===== src/rtl/ysyx_25060170_ifu.sv =====
// ysyx_25060170_ifu: instruction fetch unit (producer side of the fetch->decode link).
// Holds the PC, issues one imem read at a time and buffers the returned word for IDU.
// EXU redirects are accepted in any state and squash wrong-path fetches.
// Optional feature: define IFU_MISALIGN_CHECK_EN to trap misaligned redirect targets
// in a FAULT state with misalign_o raised; without it, redirect_pc[1:0] is ignored.
module ysyx_25060170_ifu #(
  parameter logic [31:0] RESET_PC = 32'h8000_0000,
  parameter logic [31:0] PC_STEP  = 32'd4
) (
  input  logic        clk,
  input  logic        rst,
  output logic        imem_req_valid,
  output logic [31:0] imem_req_addr,
  input  logic        imem_req_ready,
  input  logic        imem_resp_valid,
  input  logic [31:0] imem_resp_data,
  input  logic        redirect_valid,
  input  logic [31:0] redirect_pc,
  output logic        inst_valid_o,
  input  logic        inst_ready_i,
  output logic [31:0] pc_o,
  output logic [31:0] inst_o,
  output logic        misalign_o
);

  localparam logic [1:0] FETCH = 2'd0;
  localparam logic [1:0] WAIT  = 2'd1;
  localparam logic [1:0] HOLD  = 2'd2;
  localparam logic [1:0] FAULT = 2'd3;

  logic [1:0]  state;
  logic [31:0] pc;
  logic        drop;          // outstanding response belongs to a squashed fetch
  logic [31:0] redirect_tgt;
  logic        redirect_bad;

`ifdef IFU_MISALIGN_CHECK_EN
  assign redirect_tgt = redirect_pc;
  assign redirect_bad = (redirect_pc[1:0] != 2'b00);
`else
  assign redirect_tgt = {redirect_pc[31:2], 2'b00};
  assign redirect_bad = 1'b0;
`endif

  // Request channel: only in FETCH, suppressed by a same-cycle redirect or reset.
  always_comb begin
    imem_req_valid = (state == FETCH) && !redirect_valid && !rst;
    imem_req_addr  = pc;
  end

  // Fetch state machine, PC and the decode-side output buffer.
  always_ff @(posedge clk) begin
    if (rst) begin
      state        <= FETCH;
      pc           <= RESET_PC;
      drop         <= 1'b0;
      inst_o       <= '0;
      pc_o         <= '0;
      inst_valid_o <= 1'b0;
    end else begin
      case (state)
        FETCH: begin
          if (redirect_valid) begin
            pc    <= redirect_tgt;
            state <= redirect_bad ? FAULT : FETCH;
          end else if (imem_req_ready) begin
            state <= WAIT;
          end
        end
        WAIT: begin
          if (redirect_valid) begin
            // A response arriving with the redirect is discarded here; otherwise
            // the still-outstanding response is marked for dropping.
            pc   <= redirect_tgt;
            drop <= !imem_resp_valid;
            if (redirect_bad)         state <= FAULT;
            else if (imem_resp_valid) state <= FETCH;
          end else if (imem_resp_valid) begin
            if (drop) begin
              drop  <= 1'b0;
              state <= FETCH;
            end else begin
              inst_o       <= imem_resp_data;
              pc_o         <= pc;
              inst_valid_o <= 1'b1;
              state        <= HOLD;
            end
          end
        end
        HOLD: begin
          if (redirect_valid) begin
            pc           <= redirect_tgt;
            inst_valid_o <= 1'b0;
            state        <= redirect_bad ? FAULT : FETCH;
          end else if (inst_ready_i) begin
            pc           <= pc + PC_STEP;
            inst_valid_o <= 1'b0;
            state        <= FETCH;
          end
        end
        FAULT: begin
          if (imem_resp_valid) drop <= 1'b0;
          if (redirect_valid) begin
            pc <= redirect_tgt;
            // A squashed request may still be in flight; wait it out before refetching.
            if (!redirect_bad) state <= (drop && !imem_resp_valid) ? WAIT : FETCH;
          end
        end
        default: state <= FETCH;
      endcase
    end
  end

`ifdef IFU_MISALIGN_CHECK_EN
  // Fault flag follows the alignment of the most recent redirect target.
  always_ff @(posedge clk) begin
    if (rst)                 misalign_o <= 1'b0;
    else if (redirect_valid) misalign_o <= redirect_bad;
  end
`else
  assign misalign_o = 1'b0;
`endif

endmodule


===== config.mk =====
export PLATFORM = sky130hd
export DESIGN_NAME = ysyx_25060170_ifu
export DESIGN_NICKNAME = d
export VERILOG_FILES = /design/src/rtl/ysyx_25060170_ifu.sv
export SDC_FILE = /design/constraint.sdc
export NUM_CORES = 1
export LEC_CHECK = 0
export CELL_PAD_IN_SITES_DETAIL_PLACEMENT = 0
export CELL_PAD_IN_SITES_GLOBAL_PLACEMENT = 2
export CORE_ASPECT_RATIO = 1.75
export CORE_MARGIN = 3
export CORE_UTILIZATION = 23
export CTS_CLUSTER_SIZE = 20
export DETAILED_ROUTE_END_ITERATION = 10
export PLACE_DENSITY = 0.8
export SLEW_MARGIN = 10
export SYNTH_ARGS = -nofsm -noshare
export SYNTH_HDL_FRONTEND = slang
export SYNTH_SLANG_ARGS = --single-unit

===== constraint.sdc =====
create_clock -name clk -period 2.5 [get_ports clk]
set_input_delay 0.75 -clock clk [delete_from_list [all_inputs] [get_ports clk]]
set_output_delay 0.75 -clock clk [all_outputs]
set_load 0.02 [all_outputs]

# Word-level counts from Yosys, hierarchy flattened
# Cells that the tools add are included.
# word_totals
register_bits,100
inputBits,70
output_inout_bits,99
wordCells,57
# classes
add_sub_neg,1
eq_ne,10
mux,24
bitwise_logic,2
n_reduce_logical,14
# ops
operator,count
$mux W32,3
$pmux W32 S2,1
$add A32 B3 Y32 const B,1
$mux W2,9
$mux W1,8
$ne A2 B2 Y1 const B,4
$pmux W2 S4,1
$reduce_and A4 Y1,2
$ne A3 B3 Y1 const B,2
$reduce_and A5 Y1,1
$eq A2 B2 Y1 const B,2
$pmux W1 S2,2
$reduce_bool A2 Y1,2
$logic_and A1 B1 Y1,3
$logic_not A1 Y1,3
$reduce_or A3 Y1,1
$eq A2 B1 Y1 const B,1
$logic_not A2 Y1,1
$ne A2 B1 Y1 const B,1
$not A1 Y1,2
$reduce_and A2 Y1,1

# Longest topological paths before layout
# logic_depth
word_depth,5
ltp_mapped,6
depth_no_buf,5

# Least setup slack after synthesis
# No wires, ideal clock.
# synth_timing
path_type,input-to-output
from,input redirect_valid
to,output imem_req_valid
t_arrival_ns,2.047
required_time_ns,1.750
path_slack_ns,-0.297
cell_stages,4
cell_sequence,clkbuf_1 -> buf_1 -> buf_1 -> nor4_1
# synth_via
elab_chain_len,3
# synth_lines
element,line_no,source
"start, declared",17,"input logic redirect_valid,"
$logic_not A1 Y1,47,imem_req_valid = (state == FETCH) && !redirect_valid && !rst;
$logic_and A1 B1 Y1 (2 in series),47,
"end, declared",12,"output logic imem_req_valid,"
# Every way passes these cells.

# Final worst setup path
# Ends and elaborated chain as after synthesis.

==> results.ini <==
[timing]
final_max_slew_viol_count=0
fin_crit_ns=2.40
fin_tns_setup_ns=0
min_period_over_period_pct=95.9
timing.fmax_mhz=417
tightest_slew_ns=0.531
slew-limit-headroom_pct=64.3
hold_viol=0
rsz0062_at_grt=false
setup_viol=0
skew_ns=0.0133

[yosys]
synth_top_area_share_pct=45.1
synthSimpleGateAreaFrac_pct=27.5
synth_area_sq_mm=0.00427
synthCells=554
ys_seq_elements=96
syn_avg_cell_area_sq_um=7.70
async_flop_share_pct=0
synth_compound_area_share_pct=19.5
synth_area_leaders=dfxtp_1 45%, nand2_1 12%, a21oi_1 8.9%, clkbuf_1 3.1%, nor2_1 2.3%
synth_fa_ha_area_share_pct=0.293
synth_cell_type_count=51
yosysWarningCount=0
synth_seq_area_share_pct=45.1
synth-main-ff-cell=dfxtp_1
synth-xor-area-share_pct=0.821
yosysTopAreaCell=dfxtp_1
synth_edf_count=0
synth_mux_area_share_pct=0.235
synth_top_family_by_area=simple AND/OR/NAND/NOR gates

[worst_setup_path]
crit_path_max_incr_delay_ns=0.47
crit_type=in2out
cp-endpoint=imem_req_valid
cp_max_fo=2
cp_slowest_cell=clkdlybuf4s50_1
reg2regPathDepth=5
path_cells=clkdlybuf4s50_1 -> nor4_4 -> buf_2
end_kind=primary output
cp.arrival_ns=1.65
crit_path_start_kind=input pin
ff2ff_setup_slack_ns=0.24
cp-startpoint=redirect_valid
critPathRequiredTime_ns=1.75
rr_startpoint=imem_req_addr[2]
r2r-end=imem_req_addr[30]

[clock_network]
clkTransAtPathRegs_ns=0.07
clock-root-buffer=clkbuf_16
cts_buffer_depth=2
cts_made_buffers=9
cts_hold_buf=0
clk_latency_ns=0.35
post_cts.repair.setup_buffers=0
clock_sinks=96
cts_tree=done
htreeDepth=3

[placed_design]
place_congestion=0.865
dp_hpwl_microns=12200
port_buffers=161
place_inst=952
postPlaceCellArea_sq_mm=0.00641

[final_layout]
antenna_cells=0
mostFrequentLayoutCells=159 x clkdlybuf4s50_1, 142 x nand2_1, 96 x dfxtp_1, 76 x a21oi_1, 45 x buf_4
finalNonFillerCells=968
area_delta_synth_final_pct=57.0
fill_cells=1884
final_util_pct=36.9
final_common_cell=clkdlybuf4s50_1
final_nets=800
drive_above_1_share_pct=9.95
design_area_sq_mm=0.00670

[drt]
wire_per_inst_microns=16.9
antenna_left=0
via_per_inst=4.85
drc_errors=0
num_vias=4693
drt_first_pass_iters=4
drt_wl_total_microns=16400
drt-initial-drc-count=196

[floorplan]
dieArea_sq_mm=0.0203
coreArea_sq_mm=0.0181
boundaryPins=169
rows=65
die_width_microns=109
start_util_pct=23.5
dieHeight_microns=186

[grt]
track_usage_pct=15.8
grt_max_degree=101
grt_pass1_wl_microns=24500
grt_overflow=0
grt_pass1_vias=4481
antenna_found_initial=0

[pwr]
p_total_mw=3.52
ir_drop_uv=294
leakagePower_nw=2.26
p_per_area_mw_per_mm2=525

[worst_hold_path]
hp-class=reg2reg

[outcome]
status=finished clean

[flow_run]
drv_cap=0

[what timing repair did]
| item | in CTS | in global routing |
|---|---|---|
| endpoints found under the hold margin | 0 | 0 |
| gates resized for setup | 4 | 2 |
| setup endpoints to repair | 1 | 6 |
[per-layer routing]
layer	up-vias	routed length, microns	track usage, %
li1	2301	-	-
met1	2213	6190	17.4
met2	146	8870	28.6
met3	33	788	3.59
met4	0	529	6.57
met5	-	0	0
[registers in the layout, summed over array words and instances, names as in the netlist]
name	count
drop	1
state	2
imem_req_addr	30
inst_o	32
inst_valid_o	1
pc_o	30
[synthesized netlist by cell type, drive strengths merged (10+ instances only)]
| master | count |
|---|---|
| nand2 | 142 |
| dfxtp | 96 |
| a21oi | 76 |
| clkbuf | 37 |
| nor2 | 26 |
| inv | 15 |
| nand4 | 15 |
| buf | 13 |
| nand3 | 12 |
| nor3 | 11 |
| nor4 | 10 |
[power breakdown]
group | switching (mW) | internal [mW] | total (mW) | leakage [nW]
registers | 0.0684 | 1.58 | 1.64 | 0.782
clock network | 0.676 | 0.700 | 1.38 | 0.144
logic | 0.242 | 0.257 | 0.498 | 1.33
[final cells by class]
class / instances / area (sq um) / area share, %
Timing Repair Buffer: 210 / 2030 / 30.3
Inverter: 16 / 60.1 / 0.897
Tap cell: 234 / 293 / 4.37
Clock buffer: 9 / 225 / 3.36
Multi-Input combinational cell: 396 / 2110 / 31.5
Clock inverter: 7 / 62.6 / 0.934
Sequential cell: 96 / 1920 / 28.7
[worst min path at each step]
stage          startpoint          to  slack (ns)  cells after the start
6_report       inst_o[29]  inst_o[29]        0.46                      2
5_1_grt        inst_o[15]  inst_o[15]        0.47                      2
4_1_cts        inst_o[29]  inst_o[29]        0.46                      2
3_5_place_dp     pc_o[12]    pc_o[12]        0.45                      2
3_3_place_gp   inst_o[30]  inst_o[30]        0.44                      2
2_1_floorplan        drop        drop        0.53                      2
[per-stage QoR]
| stage | hold WS [ns] | setup WS (ns) |
|---|---|---|
| floorplan | 0.527 | 0.0747 |
| global placement | 0.441 | -0.363 |
| detailed placement | 0.446 | -0.382 |
| CTS | 0.457 | 0.0465 |
| global route | 0.469 | 0.00493 |
| finish | 0.455 | 0.102 |
[worst max-delay path, delay by kind of cell]
| kind | cells | cell delay [ns] |
|---|---|---|
| simple gates | 1 | 0.22 |
| buf+inv | 2 | 0.68 |
[cells by family (layout without fill, tap and decap cells)]
kind of cell / after synthesis / count (layout)
other: 1 / 5
xor gates and xnor gates: 4 / 4
and+or+nand+nor: 251 / 251
muxes: 1 / 1
AOI/OAI and AO/OA: 134 / 134
DFF: 96 / 96
adders and majority gates: 1 / 1
buffers and inverters: 66 / 242
Power figures use the tool's default switching activity.
